File: config.mk
export PLATFORM = sky130hd
export DESIGN_NAME = vm_output_sequencer
export DESIGN_NICKNAME = d
export VERILOG_FILES = /design/src/rtl/vm_out_pkg.sv /design/src/rtl/vm_change_picker.sv /design/src/rtl/vm_output_sequencer.sv
export SDC_FILE = /design/constraint.sdc
export NUM_CORES = 1
export LEC_CHECK = 0
export ABC_AREA = 1
export BUFFER_PORTS_ARGS = -buffer_cell sky130_fd_sc_hd__buf_2
export CORE_MARGIN = 2
export CORE_UTILIZATION = 50
export CTS_CLUSTER_SIZE = 20
export DETAILED_ROUTE_END_ITERATION = 6
export PLACE_DENSITY = 0.75
export SYNTH_ARGS = -nofsm -noshare
export SYNTH_HDL_FRONTEND = slang
export SYNTH_SLANG_ARGS = --single-unit
File: constraint.sdc
create_clock -name clk -period 5.4 [get_ports clk]
set_input_delay 0.27 -clock clk [delete_from_list [all_inputs] [get_ports clk]]
set_output_delay 0.27 -clock clk [all_outputs]
set_load 0.005 [all_outputs]
File: src/rtl/vm_out_pkg.sv
// Shared types and defaults for the vending-machine output/change stage.
package vm_out_pkg;

    typedef enum logic [1:0] {
        ST_IDLE   = 2'd0,
        ST_RETURN = 2'd1,
        ST_DONE   = 2'd2
    } state_t;

    localparam int DEF_NUM_ITEMS = 4;
    localparam int DEF_NUM_COINS = 3;
    localparam int DEF_TOTAL_W   = 31;

    // Item i / coin k lives at [i*TOTAL_W +: TOTAL_W]; coins ascend by index.
    localparam logic [DEF_NUM_ITEMS*DEF_TOTAL_W-1:0] DEF_ITEM_PRICES =
        {31'd2000, 31'd1000, 31'd500, 31'd400};
    localparam logic [DEF_NUM_COINS*DEF_TOTAL_W-1:0] DEF_COIN_VALS =
        {31'd1000, 31'd500, 31'd100};

    localparam int VEC_MAX_W   = 1024;
    localparam int FIELD_MAX_W = 64;

    // Upper bits above w belong to the next field; callers truncate to their width.
    function automatic logic [FIELD_MAX_W-1:0] get_field(input logic [VEC_MAX_W-1:0] vec,
                                                         input int idx, input int w);
        logic [VEC_MAX_W-1:0] sh;
        sh = vec >> (idx * w);
        return sh[FIELD_MAX_W-1:0];
    endfunction

endpackage

File: src/rtl/vm_change_picker.sv
// Combinational greedy coin choice: largest coin whose value does not exceed the total.
module vm_change_picker
    import vm_out_pkg::*;
#(
    parameter int NUM_COINS = DEF_NUM_COINS,
    parameter int TOTAL_W   = DEF_TOTAL_W,
    parameter logic [NUM_COINS*TOTAL_W-1:0] COIN_VALS = DEF_COIN_VALS
) (
    input  logic [TOTAL_W-1:0]   total,
    output logic [NUM_COINS-1:0] coin_onehot,
    output logic [TOTAL_W-1:0]   coin_value,
    output logic                 found
);

    logic [TOTAL_W-1:0] coin_val [NUM_COINS];

    for (genvar g = 0; g < NUM_COINS; g++) begin : g_val
        assign coin_val[g] = TOTAL_W'(get_field(VEC_MAX_W'(COIN_VALS), g, TOTAL_W));
    end

    // Ascending scan: the last payable coin is the largest one.
    always_comb begin
        coin_onehot = '0;
        coin_value  = '0;
        found       = 1'b0;
        for (int k = 0; k < NUM_COINS; k++) begin
            if (coin_val[k] <= total) begin
                coin_onehot = NUM_COINS'(1) << k;
                coin_value  = coin_val[k];
                found       = 1'b1;
            end
        end
    end

endmodule

File: src/rtl/vm_output_sequencer.sv
// Vending output stage: registers item/total, derives availability, pays change one coin per cycle.
// Optional idle auto-return enabled by VM_RETURN_TIMEOUT_EN.
module vm_output_sequencer
    import vm_out_pkg::*;
#(
    parameter int NUM_ITEMS = DEF_NUM_ITEMS,
    parameter int NUM_COINS = DEF_NUM_COINS,
    parameter int TOTAL_W   = DEF_TOTAL_W,
    parameter logic [NUM_ITEMS*TOTAL_W-1:0] ITEM_PRICES = DEF_ITEM_PRICES,
    parameter logic [NUM_COINS*TOTAL_W-1:0] COIN_VALS   = DEF_COIN_VALS,
    parameter int TIMEOUT_CYCLES = 255
) (
    input  logic                 clk,
    input  logic                 reset_n,
    input  logic [NUM_ITEMS-1:0] i_output_item_nxt,
    input  logic [TOTAL_W-1:0]   i_total_nxt,
    input  logic                 i_return_req,
    output logic [NUM_ITEMS-1:0] o_available_item,
    output logic [NUM_ITEMS-1:0] o_output_item,
    output logic [NUM_COINS-1:0] o_return_coin,
    output logic [TOTAL_W-1:0]   o_current_total,
    output logic                 o_busy,
    output logic                 o_residual
);

    state_t state, state_nxt;

    logic [NUM_COINS-1:0] pick_onehot;
    logic [TOTAL_W-1:0]   pick_value;
    logic                 pick_found;
    logic [TOTAL_W-1:0]   total_after;
    logic                 timeout_hit;
    logic                 go_return;

    vm_change_picker #(
        .NUM_COINS (NUM_COINS),
        .TOTAL_W   (TOTAL_W),
        .COIN_VALS (COIN_VALS)
    ) u_picker (
        .total       (o_current_total),
        .coin_onehot (pick_onehot),
        .coin_value  (pick_value),
        .found       (pick_found)
    );

    assign total_after = o_current_total - pick_value;

`ifdef VM_RETURN_TIMEOUT_EN
    localparam int CNT_W = $clog2(TIMEOUT_CYCLES + 1);

    logic [CNT_W-1:0] idle_cnt;
    logic             idle_quiet;

    // Quiet = money inserted but nothing changing and nothing being bought.
    assign idle_quiet  = (state == ST_IDLE) && (o_current_total != '0) &&
                         (i_total_nxt == o_current_total) && (i_output_item_nxt == '0);
    assign timeout_hit = idle_quiet && (idle_cnt == CNT_W'(TIMEOUT_CYCLES - 1));

    always_ff @(posedge clk) begin
        if (!reset_n) begin
            idle_cnt <= '0;
        end else if (idle_quiet && !go_return) begin
            idle_cnt <= idle_cnt + CNT_W'(1);
        end else begin
            idle_cnt <= '0;
        end
    end
`else
    // Timeout disabled: only an explicit request starts a return.
    assign timeout_hit = 1'b0 && (TIMEOUT_CYCLES != 0);
`endif

    assign go_return = i_return_req | timeout_hit;

    always_comb begin
        state_nxt = state;
        case (state)
            ST_IDLE:   if (go_return) state_nxt = ST_RETURN;
            ST_RETURN: if (!pick_found || total_after == '0) state_nxt = ST_DONE;
            ST_DONE:   state_nxt = ST_IDLE;
            default:   state_nxt = ST_IDLE;
        endcase
    end

    always_ff @(posedge clk) begin
        if (!reset_n) begin
            state           <= ST_IDLE;
            o_output_item   <= '0;
            o_return_coin   <= '0;
            o_current_total <= '0;
        end else begin
            state <= state_nxt;
            case (state)
                ST_IDLE: begin
                    o_return_coin <= '0;
                    if (go_return) begin
                        o_output_item <= '0;
                    end else begin
                        o_output_item   <= i_output_item_nxt;
                        o_current_total <= i_total_nxt;
                    end
                end
                ST_RETURN: begin
                    o_output_item <= '0;
                    o_return_coin <= pick_found ? pick_onehot : '0;
                    if (pick_found) o_current_total <= total_after;
                end
                default: begin
                    o_output_item   <= '0;
                    o_return_coin   <= '0;
                    o_current_total <= '0;
                end
            endcase
        end
    end

    for (genvar g = 0; g < NUM_ITEMS; g++) begin : g_avail
        assign o_available_item[g] = (state == ST_IDLE) &&
            (o_current_total >= TOTAL_W'(get_field(VEC_MAX_W'(ITEM_PRICES), g, TOTAL_W)));
    end

    assign o_busy     = (state != ST_IDLE);
    assign o_residual = (state == ST_DONE) && (o_current_total != '0);

endmodule
* After elaboration in Yosys (flattened, before gate mapping) *
Cells that the tools add are included.

cells by class
  add/sub/neg operators = 1
  order comparisons = 7
  equality and inequality tests = 6
  muxes and demuxes = 15
  bitwise logic cells = 4
  reductions and logical operators = 17

operator list
  kind                  number
  $ge 31x9->1 const B   2
  $mux 31               2
  $pmux 31 s2           1
  $ge 31x10->1 const B  1
  $ge 31x11->1 const B  1
  $le 10x31->1 const A  1
  $le 7x31->1 const A   1
  $le 9x31->1 const A   1
  $logic_not 31->1      1
  $reduce_bool 31->1    1
  $sub 31x31->31        1
  $mux 10               1
  $mux 9                1
  $ne 2x2->1 const B    4
  $mux 7                1
  $mux 2                3
  $logic_and 1x1->1     5
  $reduce_or 5->1       1
  $mux 1                4
  $not 1->1             4
  $pmux 2 s2            1
  $reduce_and 2->1      2
  $reduce_or 4->1       1
  $mux 3                1
  other kinds (8)       8

storage, ports and cells
  bits in registers = 40
  output and inout port bits = 44

* Longest topological paths before layout *
Gate-level depths: netlist of run 1.

  word-level depth = 9
  mapped depth = 29

* Hierarchy *
A second synthesis of run 1 with hierarchy kept.

unflattened totals
  cell total of the unflattened synthesis = 918
  area total of the unflattened synthesis = 5049.8 µm²

by module, submodules not included
  module               times used  cells an instance  area each (µm²)  seq. area each (µm²)
  vm_output_sequencer  1           805                4406.7           800.8
  vm_change_picker     1           113                643.1            0.0

* Worst setup path after synthesis of run 1 *
OpenSTA, ideal clock, no wires.

  kind = reg-to-reg
  start = register o_current_total[18]
  end = register state[0]
  library setup time = 0.119 ns
  arrival = 2.950 ns
  required time = 5.281 ns
  path slack = 2.330 ns
  cell stages (with the launch flop) = 27
  buffers on the path = 1
  clock period less this slack = 3.070 ns
  cells stage by stage = dfxtp_1 > inv_2 > nand2_1 > nor2_2 > inv_2 > nor2_4 > nand2_1 > inv_1 > nand4_1 > and2_1 > buf_2 > inv_2 > nor2_2 > ha_1 > fa_1 > inv_1 > nand2_1 > nand3_1 > nand2_1 > nand3_1 > nand2_1 > nor2_1 > nand2_1 > nor2_1 > nand3_1 > nand2_1 > o21bai_1

between the ends
  longest elaborated chain between the ends = 9
  elaborated cells between the ends (all ways) = 15

RTL lines
  what                                 line                        text
  start: declaration                   vm_output_sequencer.sv:21   output logic [TOTAL_W-1:0] o_current_total,
  start signal: assignment             vm_output_sequencer.sv:100  o_current_total <= i_total_nxt;
  start signal: assignment             vm_output_sequencer.sv:106  if (pick_found) o_current_total <= total_after;
  $le 7x31->1                          vm_change_picker.sv:27      if (coin_val[k] <= total) begin
  $mux 7                               vm_change_picker.sv:27
  $mux 9                               vm_change_picker.sv:27
  $mux 10                              vm_change_picker.sv:27
  $sub 31x31->31                       vm_output_sequencer.sv:46   assign total_after = o_current_total - pick_value;
  $logic_not 31->1                     vm_output_sequencer.sv:79   ST_RETURN: if (!pick_found || total_after == '0) state_nxt = ST_DONE;
  $logic_or 1x1->1 *                   vm_output_sequencer.sv:79
  $ne 2x2->1 (no source line) *        -
  $reduce_and 2->1 (no source line) *  -
  end signal: assignment               vm_output_sequencer.sv:92   state <= state_nxt;
  end: declaration                     vm_output_sequencer.sv:26   state_t state, state_nxt;

Mark *: on every way between the ends. The rest lies on a longest branch, timed or not.
A chain may end at the register's enable or synchronous reset.

* Final worst setup path of run 1 *
  start = register o_current_total[29]
  end = register state[0]

Same word-level chain as after synthesis.

==> results of run 1 <==
==> cell usage after synthesis (all sizes together) <==
cell    instances  share of area [%]
a211oi          1               0.22
a22oi           6                1.3
o21ai          21                3.0
clkbuf          9               0.98
inv            89                9.7
dfxtp          40                 23
or2             1               0.18
a21oi          18                3.6
xnor2           1               0.25
o21bai          2               0.43
fa              1               0.58
a22o           12                3.0
nand3          52                7.7
nor2          103                 12
buf             7                1.7
nor3            8                1.3
nand3b          1               0.22
a311oi          1               0.25
o211ai          6                1.3
ha              8                2.9
nor4            2               0.36
o2111a          1               0.33
nand4          17                3.1
nand2         193                 21
xor2            2               0.51
and2            1               0.18
==> worst paths after layout <==
path	depth (start not counted)	slack, ps	from	endpoint
worst max-delay path	24	1480	o_current_total[29]	state[0]
worst min-delay path	3	170	i_output_item_nxt[1]	o_output_item[1]
worst max register to register	24	1480	o_current_total[29]	state[0]
worst min register to register	2	490	o_current_total[1]	o_current_total[1]
==> per-stage QoR <==
step	utilization (%)	total power [mW]	instances	hold slack [ps]	setup WS, ps
final	59.2	1.15	757	167	1480
after global routing	59.2	1.21	757	180	1190
after CTS	59.2	1.13	757	171	1570
after detailed placement	57.4	0.859	749	474	1580
after global placement	57.4	0.860	749	471	1490
after floorplan	-	0.705	603	382	2330
==> where the power goes <==
| group | internal (mW) | leakage (nW) | switching [mW] |
|---|---|---|---|
| Clock | 0.152 | 0.0614 | 0.131 |
| Combinational | 0.166 | 1.79 | 0.319 |
| Sequential | 0.327 | 0.331 | 0.0535 |
| Total | 0.644 | 2.18 | 0.503 |
==> layer usage <==
metal / track usage (%) / vias up / share of wire [%]
li1: - / 2073 / -
met1: 40.8 / 1888 / 40
met2: 59.2 / 224 / 48
met3: 3.79 / 50 / 7.4
met4: 14.8 / 0 / 4.3
met5: 0 / - / 0
==> state kept, by name, indices dropped and copies added (netlist names) <==
name	flops
o_output_item	4
o_current_total	31
o_return_coin	3
state	2
==> tightest hold or removal path: stages <==
cell	delay, ps
buf_2	90
inv_1	40
nor2_1	40
==> cell type report <==
cell class                      count  area [um^2]
Inverter                           89          337
Fill cell                         695         2760
Sequential cell                    40          801
Tap cell                           80          100
Timing Repair Buffer               82          413
Clock inverter                      2         38.8
Clock buffer                        6         82.6
Multi-Input combinational cell    458         2230
==> logic make-up (layout without fill, tap and decap cells) <==
family          count (synthesis)  count (layout)  share of synthesized area, %
fa+ha+maj                       9               9                          3.48
flops                          40              40                          23.2
xor+xnor                        3               3                         0.761
simple gates                  378             378                          46.6
buf+inv                       105             179                          12.4
compound gates                 68              68                          13.5
==> cells in the final DEF (no fill, tap or decap), types with 7 or more instances in the layout <==
cell     count
a22o_1      12
nand2_1    188
inv_2       10
ha_1         8
buf_2       81
a21oi_1      9
nor3_1       7
nand3_1     51
a21oi_2      9
nand4_1     17
nor2_1      95
o21ai_0     19
inv_1       78
dfxtp_1     40
==> key figures, run 1 <==
Worst setup path
  – Number of buffers and inverters on the critical path: 3
  – Slowest cell on the critical path: fa_1
  – Crit path top cell by count: nand2_1
  – Startpoint Class: flip-flop
  – Worst Path Arrival: 4130 ps
  – Worst path cell trace: inv_1 -> nand2_1 -> nor2_1 -> nand4_1 -> nor2_4 -> nand2_2 -> nor3_2 -> nand3_2 -> inv_1 -> nor2_2 -> ha_1 -> fa_1 -> inv_1 -> nand2_1 -> nand3_1 -> nand2_1 -> nand3_1 -> nand2_1 -> nor2_1 -> nand2_1 -> nor2_1 -> nand3_1 -> nand2_1 -> o21bai_1
  – Crit-path max cell delay: 440 ps
  – CP top delay family: simple AND/OR/NAND/NOR gates
  – Crit path kind: reg -> reg
  – Crit path capture type: flip-flop
  – Critical path data required time: 5610 ps
  – Crit path max fanout: 8

CTS
  – Clk sinks: 40
  – H-tree depth: 2
  – CTS Hold Bufs: 0
  – CTS Buf Count: 5
  – Longest Clk Path Bufs: 2
  – Cts repair resizes: 0
  – Clock latency on the worst-skew pair: 310 ps
  – Postcts setup bufs: 0
  – Root Driver: clkbuf_8
  – CTS clk-pin slew, worst paths: 100 ps
  – CTS tree: done

Route
  – Via/cell ratio: 5.59
  – Drt pass-1 iters: 5
  – Vias: 4235
  – Wire per inst: 16.7 um
  – DR DRC count: 0
  – DRT antenna net count: 0
  – Drt initial violations: 327
  – Total Routed Length: 12600 um

STA
  – Crit path time final: 3920 ps
  – Clock skew: 12.0 ps
  – RSZ-0062 raised after global routing: false
  – Worst Max-Slew Pin Slew: 838 ps
  – Total negative slack: 0 ps
  – Count of pins over their slew limit: 0
  – Fin. Hold Viols: 0
  – Worst relative slew slack: 44.1%
  – Final Cycle Share: 72.5%
  – Final setup violation count: 0
  – F_max: 0.255 GHz

Floorplan
  – # rows: 30
  – I/O pin cnt: 82
  – Initial Utilization: 51.1%
  – Die outline area: 0.00759 mm^2
  – CORE AREA: 0.00676 mm^2
  – Die Span Y: 87.1 um
  – Die X: 87.1 um

Placed design
  – Post-Place Cell Area: 0.00388 mm^2
  – Dpl hpwl: 9690 um
  – Port Buffers: 81
  – GPL Wtd Cong: 0.999

Logic synthesis
  – Post-Syn Instances: 603
  – Post-Syn Area: 0.00345 mm^2
  – Yosys warns: 0
  – Syn Area/Cell: 5.73 um^2
  – Flops & latches, synth: 40
  – Synth Net Count: 650
  – Netlist cell types: 38
  – Seq/Total Area, Yosys: 23.2%

Power
  – PD cells: 287 mW/mm^2
  – Peak supply drop: 157 uV
  – P_leak: 2.18 nW

Hold path
  – HP Class: in -> reg

Global route
  – Global Route Usage Sum: 33.5%
  – Largest net degree at the start of global routing: 37
  – Grt ovf: 0
  – Initial antenna violation count: 0
  – Vias in the first global route: 3891
  – Global-route wire length before repair: 19700 um

Finish
  – NumNets Final: 723
  – Area delta synth->final: 15.8%
  – N_diodes: 0
  – Design Area, Final: 0.00400 mm^2
  – Layout cell share with drive strength beyond 1: 18.6%

Status
  – Run status: finished, final reports clean

Job
  – Max_cap viols: 0
Power figures use the tool's default switching activity.
==> run 2, diff against run 1 <==
Settings changed: ABC_AREA 1 to 0, CORE_UTILIZATION 50 to 47, PLACE_DENSITY 0.75 to 0.76.
Clock period 5.4 ns to 3.5 ns, I/O delays scaled along.
==> run 2 against run 1 <==
Against the previous run: largest power group unchanged; cell area increased by 16%; critical endpoint is now o_current_total[30]; non-clock buffer count increased by 117; the flow now finishes with violations (negative setup slack); total power increased by 73%; final cell count decreased by 14%.
==> key figures, run 2 <==
Status
  – Run status: finished with violations
  – Violated checks: negative setup slack

Finish
  – Post-Route Utilization: 79.5% (+20 points)
  – Area delta synth->final: 65.5%
  – Largest register FFs: 31 (unchanged)
  – NumNets Final: 623 (-14%)
  – Most common cell after layout, fill and taps aside: buf_4
  – Design Area, Final: 0.00465 mm^2 (+16%)
  – Fin cells: 652 (-14%)
  – N_diodes: 0 (unchanged)
  – Reg with most FFs: o_current_total
  – Layout cell share with drive strength beyond 1: 48.0% (+29 points)
  – Most frequent cells in the layout: buf_4 (108), buf_2 (81), nor2_1 (50)
  – Largest registers: o_current_total (31), o_output_item (4), o_return_coin (3)

Route
  – Vias: 4005 (-5.4%)
  – Drt pass-1 iters: 5 (unchanged)
  – Total Routed Length: 12400 um (-1.9%)
  – M1 WL: 4660 um (-7.7%)
  – DRT antenna net count: 0 (unchanged)
  – Drt initial violations: 266 (-19%)
  – DR DRC count: 0 (unchanged)
  – Via/cell ratio: 6.14 (+9.8%)
  – Top layer in use: met4
  – DR WL met2: 5980 um (-1.7%)
  – Met3 WL: 965 um (+2.8%)
  – Wire per inst: 19.0 um (+14%)

Floorplan
  – Initial Utilization: 48.1% (-3.1 points)
  – Die Span Y: 81.3 um (-6.6%)
  – I/O pin cnt: 82 (unchanged)
  – Die X: 81.3 um (-6.6%)
  – Die outline area: 0.00662 mm^2 (-13%)
  – CORE AREA: 0.00585 mm^2 (-13%)
  – # rows: 28 (-6.7%)

Worst setup path
  – Crit path kind: reg -> reg
  – Crit path capture type: flip-flop
  – Worst Path Arrival: 4250 ps (+120 ps)
  – Startpoint Class: flip-flop
  – Crit path max fanout: 5 (-3)
  – Critical path data required time: 3730 ps (-1880 ps)

CTS
  – Clock latency on the worst-skew pair: 310 ps (about the same)
  – Longest Clk Path Bufs: 2 (unchanged)
  – CTS tree: done
  – H-tree depth: 2 (unchanged)
  – CTS Hold Bufs: 0 (unchanged)
  – CTS Buf Count: 5 (unchanged)
  – CTS clk-pin slew, worst paths: 90 ps (about the same)
  – Root Driver: clkbuf_8
  – Clk sinks: 40 (unchanged)

Logic synthesis
  – Syn Area/Cell: 7.26 um^2 (+27%)
  – Yosys warns: 0 (unchanged)
  – Seq/Total Area, Yosys: 28.5% (+5.3 points)
  – Asr flop ratio synth: 0% (unchanged)
  – Post-Synth Simple-Gate Area: 30.3% (-16 points)
  – Synth Net Count: 434 (-33%)
  – Most area-hungry cell type in the Yosys netlist: dfxtp_1
  – EDFF count, synth: 0 (unchanged)
  – Area share of the largest cell type after synthesis: 28.5% (+5.3 points)
  – Compound-gate portion of the synthesized area: 26.5% (+13 points)
  – Post-Syn Area: 0.00281 mm^2 (-19%)
  – Flops & latches, synth: 40 (unchanged)
  – Post-synthesis mux area share: 2.27% (+2.3 points)
  – Synth area leaders: dfxtp_1 (28%), a21oi_1 (7.3%), nor2_1 (7.2%), nand2_1 (6.1%), o21ai_0 (4.8%)
  – Synthesized-area fraction occupied by xor and xnor cells: 4.36% (+3.6 points)
  – Post-Syn Instances: 387 (-36%)
  – Commonest cells post-synth: nor2_1 (54), nand2_1 (46), a21oi_1 (41), dfxtp_1 (40), o21ai_0 (27)
  – Netlist cell types: 61 (+61%)
  – Top FF cell, synth: dfxtp_1
  – Synth Area in Adders: 4.27% (+0.79 points)
  – Count leader, synth: nor2_1
  – Largest family of logic cells by synthesized area: simple AND/OR/NAND/NOR gates

Global route
  – Largest net degree at the start of global routing: 33 (-11%)
  – Grt ovf: 0 (unchanged)
  – Vias in the first global route: 3669 (-5.7%)
  – Global Route Usage Sum: 36.2% (+2.7 points)
  – Initial antenna violation count: 0 (unchanged)
  – Global-route wire length before repair: 18200 um (-7.4%)

Placed design
  – Port Buffers: 81 (unchanged)
  – GPL Wtd Cong: 0.992 (-0.72%)
  – Dpl hpwl: 8310 um (-14%)
  – Post-Place Cell Area: 0.00398 mm^2 (+2.7%)
  – Placed Cells: 614 (-18%)
  – Dpl ws: -444 ps (-2020 ps)

STA
  – Final WS setup: -528 ps (-2010 ps)
  – Clock skew: 10.7 ps (-1.27 ps)
  – F_max: 0.248 GHz (-2.7%)
  – Crit path time final: 4030 ps (+111 ps)
  – Final setup violation count: 24 (+24)
  – Count of pins over their slew limit: 0 (unchanged)
  – RSZ-0062 raised after global routing: true
  – Worst Max-Slew Pin Slew: 579 ps (-260 ps)
  – Worst relative slew slack: 61.4% (+17 points)
  – Fin. Hold Viols: 0 (unchanged)
  – Final Cycle Share: 115% (+43 points)

Job
  – Max_cap viols: 0 (unchanged)

Power
  – P_leak: 2.11 nW (-3.5%)
  – Peak supply drop: 243 uV (+55%)
  – PD cells: 428 mW/mm^2 (+49%)

Hold path
  – HP Class: in -> reg
## run 2: metal layers
layer	vias to the layer above	GRT usage [%]
met4	0	24.2
met2	276	60.6
li1	1809	-
met1	1841	42.4
met5	-	0
met3	79	5.89
## run 2: area by class of cell
type                    instances  area [um^2]
clock buffers                   6         82.6
inverters                       8         30.0
clock inverters                 2         38.8
multi-input cells             322         2270
fillers                       398         1200
well taps                      75         93.8
repair buffers                199         1330
flip-flops and latches         40          805
## run 2: cell families (layout without fill, tap and decap cells)
| group | count (synthesis) | after routing |
|---|---|---|
| adder cells (fa/ha/maj) | 9 | 9 |
| flip-flops | 40 | 40 |
| XOR/XNOR | 14 | 14 |
| AND/OR/NAND/NOR | 176 | 176 |
| multiplexers | 6 | 6 |
| AO/OA/AOI/OAI | 117 | 117 |
| buffers and inverters | 25 | 215 |
## run 2: where the power goes
group / total (mW) / switching, mW / internal [mW]
Combinational: 1.03 / 0.550 / 0.475
Sequential: 0.544 / 0.0400 / 0.504
Clock: 0.419 / 0.186 / 0.234
Total: 1.99 / 0.776 / 1.21
## run 2: critical path, cell delays in order, from the launching register on
cell	delay [ps]
dfxtp_2	330
or4_4	560
nor4_4	260
nand2b_1	150
and2b_2	280
buf_6	110
buf_6	90
ha_4	190
buf_6	130
o21ai_4	160
a21oi_4	60
o41ai_4	390
buf_4	210
nand2_4	70
buf_4	150
buf_6	110
buf_6	110
nor2_4	120
nand2_2	90
a21oi_2	150
nor2_1	60
a211oi_1	150
## run 2: per-stage QoR
step           power [mW]  setup TNS (ps)  hold WS (ps)
2_1_floorplan       0.986            -277           297
3_3_place_gp         1.36           -1510           374
3_5_place_dp         1.38           -2570           381
4_1_cts              1.87           -1190          62.4
5_1_grt              2.07           -8820          78.6
6_report             1.99           -5910          63.1
## run 2: worst paths after layout
check / start / endpoint / slack [ps] / cells after the start
max: o_current_total[11] / o_current_total[30] / -530 / 21
min: i_output_item_nxt[2] / o_output_item[2] / 60 / 2
max reg2reg: o_current_total[11] / o_current_total[30] / -530 / 21
min reg2reg: o_current_total[2] / o_current_total[2] / 550 / 2
## run 2: repair_timing
action / CTS / global route
pin swaps: 15 / 24
setup endpoints to repair: 20 / 25
resized for setup: 31 / 45
buffers inserted: 23 / 8
